--- config.mk ---
export PLATFORM = sky130hd
export DESIGN_NAME = fetch_decode_pipe
export DESIGN_NICKNAME = d
export VERILOG_FILES = /design/src/rtl/fetch_decode_pipe_pkg.sv /design/src/rtl/instr_fifo.sv /design/src/rtl/fetch_decode_pipe.sv
export SDC_FILE = /design/constraint.sdc
export NUM_CORES = 1
export LEC_CHECK = 0
export ABC_AREA = 1
export BUFFER_PORTS_ARGS = -buffer_cell sky130_fd_sc_hd__buf_2
export CAP_MARGIN = 20
export CORE_MARGIN = 5
export CORE_UTILIZATION = 60
export DETAILED_ROUTE_END_ITERATION = 8
export GPL_ROUTABILITY_DRIVEN = 0
export GPL_TIMING_DRIVEN = 0
export PLACE_DENSITY = 0.82
export SYNTH_ARGS = -nofsm -noshare
export SYNTH_HDL_FRONTEND = slang
export SYNTH_SLANG_ARGS = --single-unit
--- constraint.sdc ---
create_clock -name clk -period 13 [get_ports clk]
set_input_delay 1.95 -clock clk [delete_from_list [all_inputs] [get_ports clk]]
set_output_delay 1.95 -clock clk [all_outputs]
set_load 0.02 [all_outputs]
--- src/rtl/fetch_decode_pipe_pkg.sv ---
// rtl/fetch_decode_pipe_pkg.sv - opcode, ALU op and control encodings shared by the fetch-decode stage
package fetch_decode_pipe_pkg;

    localparam int ID_CTRL_W = 7;

    localparam logic [6:0] OPC_LUI     = 7'b0110111;
    localparam logic [6:0] OPC_AUIPC   = 7'b0010111;
    localparam logic [6:0] OPC_JAL     = 7'b1101111;
    localparam logic [6:0] OPC_JALR    = 7'b1100111;
    localparam logic [6:0] OPC_BRANCH  = 7'b1100011;
    localparam logic [6:0] OPC_LOAD    = 7'b0000011;
    localparam logic [6:0] OPC_STORE   = 7'b0100011;
    localparam logic [6:0] OPC_I_ARITH = 7'b0010011;
    localparam logic [6:0] OPC_R_ARITH = 7'b0110011;

    localparam logic [3:0] ALU_OP_ADD   = 4'd0;
    localparam logic [3:0] ALU_OP_SUB   = 4'd1;
    localparam logic [3:0] ALU_OP_SLL   = 4'd2;
    localparam logic [3:0] ALU_OP_SLT   = 4'd3;
    localparam logic [3:0] ALU_OP_SLTU  = 4'd4;
    localparam logic [3:0] ALU_OP_XOR   = 4'd5;
    localparam logic [3:0] ALU_OP_SRL   = 4'd6;
    localparam logic [3:0] ALU_OP_SRA   = 4'd7;
    localparam logic [3:0] ALU_OP_OR    = 4'd8;
    localparam logic [3:0] ALU_OP_AND   = 4'd9;
    localparam logic [3:0] ALU_OP_PASSB = 4'd10;

    // {exec_a (pc operand), exec_b (imm operand), mem_w, reg_w, mem2reg, bra, jmp}
    localparam logic [ID_CTRL_W-1:0] LUI_CTRL     = 7'b0101000;
    localparam logic [ID_CTRL_W-1:0] AUIPC_CTRL   = 7'b1101000;
    localparam logic [ID_CTRL_W-1:0] JAL_CTRL     = 7'b1101001;
    localparam logic [ID_CTRL_W-1:0] JALR_CTRL    = 7'b0101001;
    localparam logic [ID_CTRL_W-1:0] BRANCH_CTRL  = 7'b0000010;
    localparam logic [ID_CTRL_W-1:0] LOAD_CTRL    = 7'b0101100;
    localparam logic [ID_CTRL_W-1:0] STORE_CTRL   = 7'b0110000;
    localparam logic [ID_CTRL_W-1:0] I_ARITH_CTRL = 7'b0101000;
    localparam logic [ID_CTRL_W-1:0] R_ARITH_CTRL = 7'b0001000;

    typedef struct packed {
        logic [31:0]          imm;
        logic [3:0]           alu_op;
        logic [ID_CTRL_W-1:0] ctrl;
        logic                 illegal;
    } dec_t;

    function automatic logic [6:0] opcode_of(input logic [31:0] instr);
        return instr[6:0];
    endfunction

    function automatic logic [2:0] funct3_of(input logic [31:0] instr);
        return instr[14:12];
    endfunction

    function automatic logic [3:0] alu_from_funct3(input logic [2:0] f3, input logic alt);
        case (f3)
            3'b000:  return alt ? ALU_OP_SUB : ALU_OP_ADD;
            3'b001:  return ALU_OP_SLL;
            3'b010:  return ALU_OP_SLT;
            3'b011:  return ALU_OP_SLTU;
            3'b100:  return ALU_OP_XOR;
            3'b101:  return alt ? ALU_OP_SRA : ALU_OP_SRL;
            3'b110:  return ALU_OP_OR;
            default: return ALU_OP_AND;
        endcase
    endfunction

endpackage

--- src/rtl/instr_fifo.sv ---
// rtl/instr_fifo.sv - synchronous prefetch FIFO; clear wins over push and pop
module instr_fifo #(
    parameter int WIDTH = 64,
    parameter int DEPTH = 4
) (
    input  logic                   clk,
    input  logic                   rst,
    input  logic                   push,
    input  logic                   pop,
    input  logic                   clear,
    input  logic [WIDTH-1:0]       din,
    output logic [WIDTH-1:0]       dout,
    output logic [$clog2(DEPTH):0] count,
    output logic                   empty,
    output logic                   full
);
    localparam int AW = $clog2(DEPTH);
    localparam logic [AW:0] FULL_COUNT = (AW+1)'(DEPTH);

    logic [WIDTH-1:0] mem_q [DEPTH];
    logic [WIDTH-1:0] mem_d [DEPTH];
    logic [AW-1:0]    wr_ptr_q, wr_ptr_d, rd_ptr_q, rd_ptr_d;
    logic [AW:0]      count_q, count_d;
    logic             do_push, do_pop;

    always_comb begin
        // a pop at empty is ignored, so push+pop at empty stores without bypass
        do_pop   = pop && (count_q != '0);
        do_push  = push && ((count_q != FULL_COUNT) || do_pop);
        mem_d    = mem_q;
        wr_ptr_d = wr_ptr_q;
        rd_ptr_d = rd_ptr_q;
        count_d  = count_q;
        if (clear) begin
            wr_ptr_d = '0;
            rd_ptr_d = '0;
            count_d  = '0;
        end else begin
            if (do_push) begin
                mem_d[wr_ptr_q] = din;
                wr_ptr_d        = wr_ptr_q + AW'(1);
            end
            if (do_pop) begin
                rd_ptr_d = rd_ptr_q + AW'(1);
            end
            count_d = count_q + (AW+1)'(do_push) - (AW+1)'(do_pop);
        end
    end

    always_ff @(posedge clk) begin
        mem_q <= mem_d;
    end

    always_ff @(posedge clk) begin
        if (rst) begin
            wr_ptr_q <= '0;
            rd_ptr_q <= '0;
            count_q  <= '0;
        end else begin
            wr_ptr_q <= wr_ptr_d;
            rd_ptr_q <= rd_ptr_d;
            count_q  <= count_d;
        end
    end

    assign dout  = mem_q[rd_ptr_q];
    assign count = count_q;
    assign empty = (count_q == '0);
    assign full  = (count_q == FULL_COUNT);

endmodule

--- src/rtl/fetch_decode_pipe.sv ---
// rtl/fetch_decode_pipe.sv - credit-limited instruction fetch, prefetch FIFO and registered decode
module fetch_decode_pipe #(
    parameter logic [31:0] PC_RESET        = 32'h0000_0000,
    parameter int          FIFO_DEPTH      = 4,
    parameter int          MAX_OUTSTANDING = 2
) (
    input  logic        clk,
    input  logic        rst,
    output logic        imem_req,
    output logic [31:0] imem_addr,
    input  logic        imem_gnt,
    input  logic        imem_rvalid,
    input  logic [31:0] imem_rdata,
    input  logic        redirect_valid,
    input  logic [31:0] redirect_pc,
    output logic        id_valid,
    input  logic        id_ready,
    output logic [31:0] id_pc,
    output logic [31:0] id_instr,
    output logic [31:0] id_imm,
    output logic [3:0]  id_aluOp,
    output logic [6:0]  id_ctrl,
    output logic        id_illegal
);
    import fetch_decode_pipe_pkg::*;

    localparam int OW = $clog2(MAX_OUTSTANDING + 1);
    localparam int CW = $clog2(FIFO_DEPTH) + 1;

    logic [31:0]          fetch_pc_q, fetch_pc_d, rsp_pc_q, rsp_pc_d;
    logic [OW-1:0]        out_q, out_d, discard_q, discard_d;
    logic                 req_en_q, req_en_d;
    logic                 id_valid_q, id_valid_d, id_illegal_q, id_illegal_d;
    logic [31:0]          id_pc_q, id_pc_d, id_instr_q, id_instr_d, id_imm_q, id_imm_d;
    logic [3:0]           id_alu_op_q, id_alu_op_d;
    logic [ID_CTRL_W-1:0] id_ctrl_q, id_ctrl_d;

    logic          accept, keep_rsp, load;
    logic [63:0]   fifo_dout;
    logic [CW-1:0] fifo_count;
    logic          fifo_empty, fifo_full;
    logic [31:0]   head;
    dec_t          dec;

    instr_fifo #(.WIDTH(64), .DEPTH(FIFO_DEPTH)) u_fifo (
        .clk   (clk),
        .rst   (rst),
        .push  (keep_rsp),
        .pop   (load),
        .clear (redirect_valid),
        .din   ({rsp_pc_q, imem_rdata}),
        .dout  (fifo_dout),
        .count (fifo_count),
        .empty (fifo_empty),
        .full  (fifo_full)
    );

    always_comb begin
        // req_en_q keeps the request low for the first cycle after reset
        imem_req  = req_en_q && !redirect_valid && !fifo_full
                    && (int'(out_q) + int'(fifo_count) < FIFO_DEPTH)
                    && (int'(out_q) < MAX_OUTSTANDING);
        imem_addr = fetch_pc_q;
        accept    = imem_req && imem_gnt;
        keep_rsp  = imem_rvalid && (discard_q == '0) && !redirect_valid;
        load      = !fifo_empty && (!id_valid_q || id_ready) && !redirect_valid;
        req_en_d  = 1'b1;

        out_d      = out_q + OW'(accept) - OW'(imem_rvalid);
        fetch_pc_d = accept ? fetch_pc_q + 32'd4 : fetch_pc_q;
        rsp_pc_d   = keep_rsp ? rsp_pc_q + 32'd4 : rsp_pc_q;
        discard_d  = (imem_rvalid && discard_q != '0) ? discard_q - OW'(1) : discard_q;
        if (redirect_valid) begin
            // every request still in flight, including pending discards, must be dropped
            fetch_pc_d = redirect_pc;
            rsp_pc_d   = redirect_pc;
            discard_d  = out_q - OW'(imem_rvalid);
        end
    end

    always_comb begin
        head = fifo_dout[31:0];
        dec  = '0;
        case (opcode_of(head))
            OPC_LUI: begin
                dec.imm = {head[31:12], 12'b0};  dec.alu_op = ALU_OP_PASSB; dec.ctrl = LUI_CTRL;
            end
            OPC_AUIPC: begin
                dec.imm = {head[31:12], 12'b0};  dec.alu_op = ALU_OP_ADD;   dec.ctrl = AUIPC_CTRL;
            end
            OPC_JAL: begin
                dec.imm  = {{11{head[31]}}, head[31], head[19:12], head[20], head[30:21], 1'b0};
                dec.ctrl = JAL_CTRL;
            end
            OPC_JALR: begin
                dec.imm = {{20{head[31]}}, head[31:20]}; dec.ctrl = JALR_CTRL;
            end
            OPC_BRANCH: begin
                dec.imm    = {{19{head[31]}}, head[31], head[7], head[30:25], head[11:8], 1'b0};
                dec.alu_op = ALU_OP_SUB;
                dec.ctrl   = BRANCH_CTRL;
            end
            OPC_LOAD: begin
                dec.imm = {{20{head[31]}}, head[31:20]}; dec.ctrl = LOAD_CTRL;
            end
            OPC_STORE: begin
                dec.imm = {{20{head[31]}}, head[31:25], head[11:7]}; dec.ctrl = STORE_CTRL;
            end
            OPC_I_ARITH: begin
                dec.ctrl = I_ARITH_CTRL;
                if (funct3_of(head) == 3'b001 || funct3_of(head) == 3'b101) begin
                    dec.imm    = {27'b0, head[24:20]};
                    dec.alu_op = alu_from_funct3(funct3_of(head), head[30]);
                end else begin
                    dec.imm    = {{20{head[31]}}, head[31:20]};
                    dec.alu_op = alu_from_funct3(funct3_of(head), 1'b0);
                end
            end
            OPC_R_ARITH: begin
                dec.alu_op = alu_from_funct3(funct3_of(head), head[30]);
                dec.ctrl   = R_ARITH_CTRL;
            end
            default: dec.illegal = 1'b1;
        endcase
    end

    always_comb begin
        id_valid_d   = id_valid_q;
        id_pc_d      = id_pc_q;
        id_instr_d   = id_instr_q;
        id_imm_d     = id_imm_q;
        id_alu_op_d  = id_alu_op_q;
        id_ctrl_d    = id_ctrl_q;
        id_illegal_d = id_illegal_q;
        if (redirect_valid) begin
            id_valid_d = 1'b0;
        end else if (load) begin
            id_valid_d   = 1'b1;
            id_pc_d      = fifo_dout[63:32];
            id_instr_d   = head;
            id_imm_d     = dec.imm;
            id_alu_op_d  = dec.alu_op;
            id_ctrl_d    = dec.ctrl;
            id_illegal_d = dec.illegal;
        end else if (id_valid_q && id_ready) begin
            id_valid_d = 1'b0;
        end
    end

    always_ff @(posedge clk) begin
        if (rst) begin
            fetch_pc_q   <= PC_RESET;
            rsp_pc_q     <= PC_RESET;
            out_q        <= '0;
            discard_q    <= '0;
            req_en_q     <= 1'b0;
            id_valid_q   <= 1'b0;
            id_pc_q      <= '0;
            id_instr_q   <= '0;
            id_imm_q     <= '0;
            id_alu_op_q  <= '0;
            id_ctrl_q    <= '0;
            id_illegal_q <= 1'b0;
        end else begin
            fetch_pc_q   <= fetch_pc_d;
            rsp_pc_q     <= rsp_pc_d;
            out_q        <= out_d;
            discard_q    <= discard_d;
            req_en_q     <= req_en_d;
            id_valid_q   <= id_valid_d;
            id_pc_q      <= id_pc_d;
            id_instr_q   <= id_instr_d;
            id_imm_q     <= id_imm_d;
            id_alu_op_q  <= id_alu_op_d;
            id_ctrl_q    <= id_ctrl_d;
            id_illegal_q <= id_illegal_d;
        end
    end

    assign id_valid   = id_valid_q;
    assign id_pc      = id_pc_q;
    assign id_instr   = id_instr_q;
    assign id_imm     = id_imm_q;
    assign id_aluOp   = id_alu_op_q;
    assign id_ctrl    = id_ctrl_q;
    assign id_illegal = id_illegal_q;

endmodule

* Word-level counts from Yosys, hierarchy flattened
Index checks and enable logic that the tools add are counted.
** Storage, ports and cells
- Flip-flop bits (word level) :: 441
- Input port bits :: 70
- Output and inout bits :: 142
- Logic and storage cells :: 116
** Operators by class
- Add/subtract/negate cells :: 11
- Magnitude comparators :: 5
- Equality and inequality tests :: 17
- Multiplexer cells :: 24
- Bitwise logic cells :: 3
- Reductions and logical operators :: 37
** Operators by type and width (count)
- $bwmux 256 :: 1
- $mux 64 :: 3
- $pmux 32 s6 :: 1
- $bmux 64 s2 :: 1
- $demux 64 s2 :: 1
- $mux 32 :: 4
- $add 32x3->32 const B :: 2
- $pmux 4 s7 :: 2
- $pmux 7 s8 :: 1
- $mux 36 :: 1
- $eq 7x6->1 const B :: 3
- $eq 7x7->1 const B :: 3
- $pmux 4 s4 :: 1
- $eq 7x5->1 const B :: 2
- $logic_and 1x1->1 :: 14
- $eq 3x3->1 const B :: 4
- $reduce_bool 2->1 :: 5
- $reduce_or 9->1 :: 1
- $reduce_or 2->1 :: 4
- $eq 7x2->1 const B :: 1
- $eq 3x2->1 const B :: 2
- $ge 3x3->1 const B :: 2
- $logic_not 3->1 :: 2
- $mux 1 :: 6
- other kinds (20) :: 30

* Depth between registers and ports, before layout
- Depth in word-level cells :: 9
- Depth in mapped cells :: 15
- Mapped depth without buffers :: 13

* Cells and area by module
Synthesis repeated with hierarchy kept, for this count alone.
** Unflattened totals
- Cell total of the unflattened synthesis :: 2083
- Area, all modules :: 19105.8 µm²
** By module, submodules not included
- instr_fifo :: instances 1, cells an instance 689, area each 9940.8 µm², seq. area each 7827.5 µm²
- fetch_decode_pipe :: instances 1, cells an instance 1394, area each 9165.0 µm², seq. area each 3563.4 µm²

* Least setup slack after synthesis
No wires, ideal clock.
- Kind :: input to register
- From :: in imem_rvalid
- To :: reg u_fifo.mem_q[0] in the netlist's numbering, enable pin
- Library setup time :: 0.487 ns
- Arrival time :: 5.339 ns
- Required time :: 12.513 ns
- Setup slack :: 7.175 ns
- Stages on the path :: 5
- Buffers on the path :: 1
- Cells stage by stage :: nand2_1 > nor2_1 > clkbuf_1 > nand2_1 > nor2_1
** Between the ends
- Cells in the longest elaborated chain, start to end :: 4
** RTL lines
- from (decl) :: RTL line fetch_decode_pipe.sv:12 : input logic imem_rvalid,
- $logic_and 1x1->1 (2 in a row) :: RTL line fetch_decode_pipe.sv:65 : keep_rsp = imem_rvalid && (discard_q == '0) && !redirect_valid;
- $logic_and 1x1->1 :: RTL line instr_fifo.sv:29 : do_push = push && ((count_q != FULL_COUNT) || do_pop);
- $reduce_and 2->1 (no source line)
- to (signal assigned) :: RTL line instr_fifo.sv:51 : mem_q <= mem_d;
- to (decl) :: RTL line instr_fifo.sv:20 : logic [WIDTH-1:0] mem_q [DEPTH];
Every way passes these cells.
A chain may end at the register's enable or synchronous reset.

* Worst setup path in the final report
- From :: in redirect_valid
- To :: out imem_req
** Between the ends
- Cells in the longest elaborated chain, start to end :: 5
** RTL lines
- from (decl) :: RTL line fetch_decode_pipe.sv:14 : input logic redirect_valid,
- $logic_not 1->1 :: RTL line fetch_decode_pipe.sv:60 : imem_req = req_en_q && !redirect_valid && !fifo_full
- $logic_and 1x1->1 (2 in a row) :: RTL line fetch_decode_pipe.sv:60
- $logic_and 1x1->1 :: RTL line fetch_decode_pipe.sv:61 : && (int'(out_q) + int'(fifo_count) < FIFO_DEPTH)
- $logic_and 1x1->1 :: RTL line fetch_decode_pipe.sv:62 : && (int'(out_q) < MAX_OUTSTANDING);
- to (decl) :: RTL line fetch_decode_pipe.sv:9 : output logic imem_req,
Every way passes these cells.

==> flow_summary_export.csv <==
group,metric,value,unit
synth,synth-edff-count,256,
global_routing,grt_pass1_vias,15776,
layout,layout_commonest_cell,"nand2_1",
run_status,status,"complete, no violations",
setup_path,regToRegSetupSlack,9420,ps
timing,fmax,206,MHz
layout,layout_common_cells,"nand2_1 (379), nor2_1 (261), edfxtp_1 (256), buf_2 (238), o21ai_0 (213)",
floorplanning,ios,212,
setup_path,crit_type,"input port to output port",
worst_hold_path,worstHoldStart,"imem_addr[1]",
setup_path,r2r-start,"u_fifo.count[1]",
floorplanning,die_h,187,um
synth,syn-cell-area,0.0187,mm^2
layout,regArea,0.0114,mm^2
floorplanning,initial_core_util,0.610,
pwr,power_leakage,8.78,nW
pwr,p_total,0.00315,W
timing,slew_headroom,0.286,
clocking,clock-sinks,441,
clocking,cts_max_level,2,
clocking,ctsRootBufferMaster,"clkbuf_16",
drt,first_pass_iters,8,
placement,io_buffers,210,
drt,drtIter0Drc,2005,
setup_path,start_kind,"input port",
timing,setup_tns,0,ps
setup_path,path_max_fanout,7,
synth,syn-num-nets,2072,
worst_hold_path,holdPathStages,2,
drt,drt_wl_total,55.0,mm
clocking,cts.repair.resized,0,
global_routing,track_usage,0.302,
synth,yosysSeqAreaShare,0.608,
synth,ys_seq_elements,441,
clocking,hold_buffers,0,
worst_hold_path,min_path_type,"flop to flop",
drt,vias,16207,
worst_hold_path,hold_end,"imem_addr[1]",
setup_path,r2r_end,"u_fifo.count[2]",
clocking,postCtsSetupBuffers,0,
clocking,cts_tree,"done",
timing,rsz0062_at_grt,"no",
timing,slew_violations,0,
layout,final_layout_size_suffix_gt1_frac,0.162,
pwr,p_per_area,144,mW/mm^2
layout,layout.nets,2336,
synth,syn_inst,1988,
setup_path,rr_worst_depth,12,
layout,multiInputGateArea,0.00639,mm^2
global_routing,grt_pass1_wl,84.8,mm
timing,setup_viol,0,
timing,tightestPinTransition,1070,ps
timing,finalHoldViolCount,0,
layout,layout.cells.non_filler,2685,
placement,dp_hpwl,37.7,mm
timing,skew,18.6,ps
timing,finalCritPeriodShare,0.373,
timing,min_period,4850,ps
drt,ant_nets,0,
setup_path,required,11050,ps
layout,synthToLayoutAreaGrowth,17.1,%
layout,n_fill_cell,2112,
clocking,path_clk_slew,60,ps
global_routing,antenna_found_initial,4,
synth,synth.avg_cell_area,9.42,um^2
setup_path,cp-startpoint,"redirect_valid",
floorplanning,dieWidth,187,um
floorplanning,core-area,0.0307,mm^2
placement,place_inst,2602,
synth,ys.flop_type,"edfxtp_1",
drt,wl_per_cell,20.5,um
drt,drc,0,
drt,routed_via_density,6.04,
setup_path,crit_arrival,2900,ps
pwr,vdd_ir_drop_max,0.0000915,V
synth,yosys_warnings,0,
clocking,cts_inserted_buffers,44,
setup_path,setup.worst_path.end_class,"output port",
synth,synth-async-reset-ratio,0,
floorplanning,rows,64,
synth,ys_types,48,
floorplanning,die-area,0.0348,mm^2
clocking,worstSkewPairLatency,540,ps
clocking,clockBufferDepth,3,
job,maxCapViolations,0,
global_routing,grt_max_degree,30,
global_routing,grt_overflow,0,
## where the power goes
part / switching [W] / internal (W)
sequential: 0.0000464 / 0.00153
clock: 0.000516 / 0.000751
combinational: 0.000214 / 0.0000880
## worst max-delay path by stage
stage	slack, ps	cells after the start	to
detailed placement	7800	12	u_fifo.count[2]
finish	8150	5	imem_req
global placement	4600	6	u_fifo.mem_q[60]
floorplan	7170	5	u_fifo.mem_q[0]
global route	8070	5	imem_req
CTS	8140	5	imem_req
## routing by layer
metal,global-route usage,share of wire
met1,0.387,0.36
met2,0.498,0.47
met3,0.0684,0.13
met4,0.131,0.046
met5,0,0.00024
## cells in the mapped netlist (21+ instances only)
library cell,number,share of area
nand2_1,379,0.076
nor2_1,265,0.053
edfxtp_1,256,0.41
o21ai_0,213,0.057
dfxtp_1,185,0.20
inv_1,124,0.025
nand3_1,108,0.029
a21oi_1,101,0.027
a31oi_1,68,0.023
clkbuf_1,64,0.013
xor2_1,29,0.014
buf_2,28,0.0075
nor3_1,21,0.0056
## layout make-up
class	count	share of cell area
inverter	131	0.0224
antenna	3	0.000342
timing repair buffer	218	0.0563
tap	396	0.0226
clock inverter	22	0.0107
multi-input combinational	1310	0.291
sequential	441	0.519
clock buffer	58	0.0550
buffer	106	0.0218
## worst max-delay path, stage by stage
cell      delay, ps
buf_2           140
clkinv_1        140
nand3b_1         90
nor4_1          330
buf_2           250
## state kept, by name, summed over array words and instances, names as in the netlist
signal	cells
out_q	2
rsp_pc_q	32
req_en_q	1
imem_addr	32
id_illegal	1
id_imm	32
id_valid	1
discard_q	2
id_instr	32
u_fifo.rd_ptr_q	2
u_fifo.count	3
u_fifo.mem_q	256
id_aluOp	4
id_ctrl	7
u_fifo.wr_ptr_q	2
id_pc	32
## cells by family (layout without fill, tap and decap cells)
logic type / after synthesis / in the layout / synth area share
other: 0 / 3 / 0
multiplexers: 1 / 1 / 0.000735
AO/OA/AOI/OAI: 424 / 424 / 0.124
adder cells (fa/ha/maj): 14 / 14 / 0.00976
XOR/XNOR: 35 / 35 / 0.0164
buffers and inverters: 237 / 535 / 0.0518
AND/OR/NAND/NOR: 836 / 836 / 0.189
flip-flops: 441 / 441 / 0.608
## metrics by stage
step	worst slack (ps)	area (um^2)	hold slack (ps)	util
floorplan	7170	18700	460	-
global placement	4600	20300	441	0.661
detailed placement	7800	20500	446	0.668
CTS	8140	21900	461	0.715
global route	8070	21900	486	0.715
finish	8150	21900	454	0.715
Note: power is estimated with default switching activity, not from simulation.
